--- src/rtl/decoder_serial.sv ---
// Serial fixed-point decoder: two latent words drive N_OUT threshold units,
// evaluated one output bit per two clocks through a single shared multiplier.
module decoder_serial #(
    parameter int unsigned             WIDTH = 16,
    parameter int unsigned             FRAC  = 12,
    parameter int unsigned             N_OUT = 9,
    parameter logic [N_OUT*WIDTH-1:0]  W_Z1  = '0,
    parameter logic [N_OUT*WIDTH-1:0]  W_Z2  = '0,
    parameter logic [N_OUT*WIDTH-1:0]  BIAS  = '0
) (
    input  logic             clk,
    input  logic             rst,
    input  logic             in_valid,
    output logic             in_ready,
    input  logic [WIDTH-1:0] z1,
    input  logic [WIDTH-1:0] z2,
    output logic             out_valid,
    input  logic             out_ready,
    output logic [N_OUT-1:0] out,
    output logic             busy
);

    localparam int unsigned PW = 2 * WIDTH;
    localparam int unsigned AW = 2 * WIDTH + 2;
    localparam int unsigned KW = (N_OUT > 1) ? $clog2(N_OUT) : 1;
    localparam logic [KW-1:0] K_LAST = KW'(N_OUT - 1);

    typedef enum logic [1:0] {IDLE, MAC_A, MAC_B, DONE} state_t;

    state_t                  state;
    logic [KW-1:0]           k;
    logic signed [WIDTH-1:0] z1_q;
    logic signed [WIDTH-1:0] z2_q;
    logic signed [AW-1:0]    acc;
    logic [N_OUT-1:0]        out_reg;

    logic signed [WIDTH-1:0] w1_tab [N_OUT];
    logic signed [WIDTH-1:0] w2_tab [N_OUT];
    logic signed [WIDTH-1:0] b_tab  [N_OUT];

    // Unpack the flat parameter vectors into per-bit coefficient tables
    for (genvar i = 0; i < int'(N_OUT); i++) begin : g_tab
        assign w1_tab[i] = W_Z1[i*WIDTH +: WIDTH];
        assign w2_tab[i] = W_Z2[i*WIDTH +: WIDTH];
        assign b_tab[i]  = BIAS[i*WIDTH +: WIDTH];
    end

    logic signed [WIDTH-1:0] mul_a;
    logic signed [WIDTH-1:0] mul_b;
    logic signed [PW-1:0]    prod;
    logic signed [AW-1:0]    prod_ext;
    logic signed [AW-1:0]    bias_ext;
    logic signed [AW-1:0]    sum_b;

    // One multiplier: z1*W_Z1[k] during MAC_A, z2*W_Z2[k] during MAC_B
    always_comb begin
        mul_a    = z1_q;
        mul_b    = w1_tab[k];
        if (state == MAC_B) begin
            mul_a = z2_q;
            mul_b = w2_tab[k];
        end
        prod     = PW'(mul_a) * PW'(mul_b);
        prod_ext = AW'(prod);
        bias_ext = AW'(b_tab[k]) <<< FRAC;
        sum_b    = acc + prod_ext;
    end

    always_ff @(posedge clk or negedge rst) begin
        if (!rst) begin
            state     <= IDLE;
            k         <= '0;
            z1_q      <= '0;
            z2_q      <= '0;
            acc       <= '0;
            out_reg   <= '0;
            in_ready  <= 1'b1;
            busy      <= 1'b0;
            out_valid <= 1'b0;
        end else begin
            case (state)
                IDLE: begin
                    if (in_valid) begin
                        z1_q     <= z1;
                        z2_q     <= z2;
                        k        <= '0;
                        state    <= MAC_A;
                        in_ready <= 1'b0;
                        busy     <= 1'b1;
                    end
                end
                MAC_A: begin
                    acc   <= prod_ext + bias_ext;
                    state <= MAC_B;
                end
                MAC_B: begin
                    // Non-negative pre-activation is sigmoid >= 0.5
                    out_reg[k] <= ~sum_b[AW-1];
                    if (k == K_LAST) begin
                        state     <= DONE;
                        busy      <= 1'b0;
                        out_valid <= 1'b1;
                    end else begin
                        k     <= k + KW'(1);
                        state <= MAC_A;
                    end
                end
                DONE: begin
                    if (out_ready) begin
                        state     <= IDLE;
                        out_valid <= 1'b0;
                        in_ready  <= 1'b1;
                    end
                end
                default: begin
                    state     <= IDLE;
                    in_ready  <= 1'b1;
                    busy      <= 1'b0;
                    out_valid <= 1'b0;
                end
            endcase
        end
    end

    assign out = out_reg;

endmodule

--- config.mk ---
export PLATFORM = sky130hd
export DESIGN_NAME = decoder_serial
export DESIGN_NICKNAME = d
export VERILOG_FILES = /design/src/rtl/decoder_serial.sv
export SDC_FILE = /design/constraint.sdc
export NUM_CORES = 1
export LEC_CHECK = 0
export ABC_AREA = 1
export CORE_MARGIN = 5
export CORE_UTILIZATION = 33
export DETAILED_ROUTE_END_ITERATION = 8
export PLACE_DENSITY = 0.74
export SLEW_MARGIN = 40
export SYNTH_ARGS = -nofsm -noshare
export SYNTH_HDL_FRONTEND = slang
export SYNTH_SLANG_ARGS = --single-unit
--- constraint.sdc ---
create_clock -name clk -period 1.1 [get_ports clk]
set_input_delay 0.22 -clock clk [delete_from_list [all_inputs] [get_ports clk]]
set_output_delay 0.22 -clock clk [all_outputs]
set_load 0.03 [all_outputs]
# Word-level counts from Yosys, hierarchy flattened
# Memory sizes are Yosys's and may differ from the RTL's.
# Cells that the tools add are included.
# Widths: inputs -> output; s select.
dict set report op_classes {
  n_bitwise 2
  addsub 3
  n_eq_ne 8
  muxes 22
  magnitude_cmp 3
  reduce_logical 11
  multipliers 1
}
# op count
set ops {}
lappend ops {{$mux 16} 3}
lappend ops {{$add 34x32->34} 1}
lappend ops {{$add 32x28->33} 1}
lappend ops {{$mul 16x16->32} 1}
lappend ops {{$reduce_and 3->1} 4}
lappend ops {{$bwmux 9} 1}
lappend ops {{$mux 4} 2}
lappend ops {{$pmux 2 s4} 1}
lappend ops {{$pmux 4 s2} 1}
lappend ops {{$mux 1} 7}
lappend ops {{$mux 2} 3}
lappend ops {{$ne 2x2->1 const B} 3}
lappend ops {{$pmux 1 s2} 3}
lappend ops {{$reduce_bool 2->1} 3}
lappend ops {{$ge 5x5->1 const B} 1}
lappend ops {{$lt 4x5->1 const B} 1}
lappend ops {{$not 4->5} 1}
lappend ops {{$add 4x1->4 const B} 1}
lappend ops {{$demux 1 s4} 1}
lappend ops {{$eq 2x2->1 const B} 2}
lappend ops {{$eq 4x4->1 const B} 1}
lappend ops {{$ge 4x1->1 const B} 1}
lappend ops {{$reduce_and 2->1} 2}
lappend ops {{$eq 2x1->1 const B} 1}
lappend ops {{other kinds (4)} 4}
dict set report word_totals {
  register_bits 84
  rom_bits 256
  mem_count 1
  in_bits 36
  elab_cells 60
}
# memory depth word_bits rd rd_clocked_by_memory_dff wr line_no
set mem_list {}
lappend mem_list {{(no name shown)} 16 16 1 0 0 65} ;# bias_ext = AW'(b_tab[k]) <<< FRAC;

# Logic depth before layout (Yosys ltp)
dict set report logic_depth {
  depth_word 8
  ltp_mapped 7
  ltp_nobuf 7
}

# Least setup slack after synthesis
# No wires, ideal clock.
dict set report synth_path {
  kind {reg2reg}
  from {register k[0]}
  to {register k[3]}
  t_required_ns 0.983
  path_slack_ns -0.072
  setup_ns 0.117
  path_stages_with_launch 8
  t_arrival_ns 1.056
  path_cell_list {dfrtp_1 > inv_1 > ha_1 > nand3_1 > nand2_4 > inv_2 > nand2_1 > nand2_1}
}
dict set report synth_via {
  elab_chain_cells 3
  elab_cells_between_ends 6
}
# item line_no
set synth_rtl {}
lappend synth_rtl {{start, declared} 31} ;# logic [KW-1:0] k;
lappend synth_rtl {{start signal, assigned} 104} ;# k <= k + KW'(1);
lappend synth_rtl {{$add 4x1->4 / $eq 4x4->1 (equally long branches)} {104, 99}}
lappend synth_rtl {{$mux 4 / $ne 2x2->1 (equally long branches)} -}
lappend synth_rtl {{$pmux 4 s2 / $reduce_and 3->1 (equally long branches)} -}
# Several ways; a longest one is shown, not always the timed one. The select of a mux whose other input is x is not followed.
# A chain may end at the register's enable or synchronous reset.

# Worst setup path after layout
dict set report layout_path {
  from {register in_ready}
  to {output in_ready}
}
# item line_no
set layout_rtl {}
lappend layout_rtl {{start, declared} 14} ;# output logic in_ready,
lappend layout_rtl {{start signal, assigned} 77} ;# in_ready <= 1'b1;
lappend layout_rtl {{start signal, assigned} 88} ;# in_ready <= 1'b0;
lappend layout_rtl {{start signal, assigned} 112} ;# in_ready <= 1'b1;
# No word-level cell between the ends.

==> run metrics <==
Finished Cell Area 0.00124 mm^2; Max Cap Viol 0; Die W 60.6 um; Ant. Diodes 0; worst hold path type input port to async pin; I/O pin total 48; Mean Syn Cell Area 9.00 um^2; CP Capture Type output port; Seq/Total Area, Yosys 53.4%; Clock Sinks 18; remaining antenna violation count after routing 0; Leakage 0.629 nW; Routed WL 1680 um; Setup-failing EPs final 6; total die area 0.00368 mm^2; Fin Clk Skew 8.43 ps; wire length per cell 11.0 um; TritonCTS clock tree done; crit path kind flip-flop to output port; Syn Inst Count 94; Arr. time, crit path 980 ps; Site Rows 18; status finished with violations; GRT Total Usage 10.6%; worst r2r src k[0]$_DFFE_PN0P_; share of cells above drive strength 1 40.7%; Fill cells 227; clk_lat worst skew 300 ps; final hold violations 0; Synth cell types 17; max reg flops 9; Power Dens Cells 3170 mW/mm^2; Synth Register Bits 18; initial drt markers 8; Initial Util 34.5%; kind of cell adding the most delay to the critical path flip-flops; Final Non-Filler Cells 153; RSZ-0062 raised after global routing true; Worst setup startpoint in_ready$_DFFE_PN1P_; Post-Syn Area 846 um^2; commonest non-fill, non-tap cell in the layout nand2_1; drt via density 4.34; dpl cell area 0.00108 mm^2; root buf cell clkbuf_4; CP Data Required Time 880 ps; peak supply drop 1.53 mV; Port Buffers 15; total CTS buffers 3; # DRC 0; dpl cells 146; fin nets 164; Layout area overhead 46.6%; Max Clk Rate 0.834 GHz; startpoint type of the worst setup path flip-flop; Final WS setup -99.1 ps; worst slew pin tran 288 ps; Crit Path Max Fanout 2; Final period util 109%; largest net degree at the start of global routing 19; clock tree buffer depth 2; crit path cell chain buf_6; CP Buf/Inv Count 1; DR vias 664; area of the multi-input gates 387 um^2; drt pass-1 iters 4; failing checks negative setup slack; Hold Buf Count CTS 0; flip-flop and latch area 454 um^2; HPWL Detailed 1230 um; Clock Pin Slew Worst Setup and Hold Paths 110 ps; Slew Limit Fails 0; GP Congestion 0.722; DIE HEIGHT 60.6 um; first-pass GRT wire length 2800 um; grt ovf 0; Yosys warnings 0; slowest cell on the critical path dfstp_2; Slew headroom 80.7%; commonest non-fill, non-tap cells in the layout nand2_1, dfrtp_1, inv_1; antenna violations before repair 0; max incr delay on CP 560 ps; Period minus WS final 1200 ps; vias in the first global route 650; Post-Syn Nets 134; Core Area 0.00245 mm^2; H-tree Lvls 1
report_power, final:
group,switching [mW],internal [mW],total (mW)
clock,0.212,0.141,0.353
combinational,1.27,1.03,2.31
sequential,0.286,0.985,1.27
total,1.77,2.16,3.93
worst paths after layout:
| kind | endpoint | slack (ps) | cells past startpoint |
|---|---|---|---|
| setup / recovery | in_ready | -100 | 1 |
| hold / removal | out[0]$_DFFE_PN0P_ | 240 | 2 |
| setup reg to reg | k[3]$_DFFE_PN0P_ | -50 | 7 |
| hold reg to reg | out[0]$_DFFE_PN0P_ | 500 | 2 |
| max in group asynchronous | in_ready$_DFFE_PN1P_ | 650 | 2 |
| min in group clk | out[0]$_DFFE_PN0P_ | 500 | 2 |
worst reg2reg max path, delay by kind of cell, from the launching register on:
| kind | cells | cell delay [ps] |
|---|---|---|
| buffers and inverters | 2 | 150 |
| adders and majority gates | 1 | 160 |
| and+or+nand+nor | 4 | 290 |
| DFF | 1 | 450 |
synthesized netlist by cell type (all sizes together):
library cell  count  area [um^2]
nor2              6         41.3
xor2              1         8.76
o21a              1         7.51
nand3            16         85.1
buf               1         11.3
nand4             1         6.26
ha                4         50.1
dfrtp            17          425
dfstp             1         26.3
o21ai             3         15.0
nand2            26          105
inv              17         63.8
cells by family after synthesis:
group	count (synthesis)	synth area share [%]
buffers and inverters	18	8.88
adders and majority gates	4	5.92
AOI/OAI and AO/OA	4	2.66
DFF	18	53.4
and+or+nand+nor	49	28.1
xor gates and xnor gates	1	1.04
stage by stage:
stage                     worst slack [ps]  utilization [%]  hold WS [ps]  setup TNS [ps]  power (mW)
after CTS                             -104             47.0           245            -152        3.64
final                                -99.1             50.5           240            -273        3.93
after floorplan                       4.71                -         -75.6               0        2.45
after global placement               -46.1             44.1           446            -169        3.08
after global routing                  -132             50.5           254            -654        4.24
after detailed placement             -60.8             44.1           450            -221        3.14
what timing repair did:
item | 4_1_cts | 5_1_grt
endpoints found under the setup margin | 6 | 18
cloned | 0 | 0
hold endpoints to repair | 0 | 0
pin swaps | 5 | 5
gates resized for setup | 5 | 23
buffers inserted | 2 | 1
metal layers:
metal	track usage, %	up-vias	routed length [um]
met4	6.50	0	46
met2	17.1	12	858
met1	12.6	302	710
met3	2.55	4	64
met5	0	-	0
li1	-	346	-
cell type report:
| type | instances | share of cell area (%) |
|---|---|---|
| repair buffers | 26 | 21.7 |
| inverters | 17 | 5.35 |
| flip-flops and latches | 18 | 36.6 |
| well taps | 30 | 3.03 |
| clock buffers | 4 | 2.12 |
| multi-input cells | 58 | 31.2 |
Power figures use the tool's default switching activity.
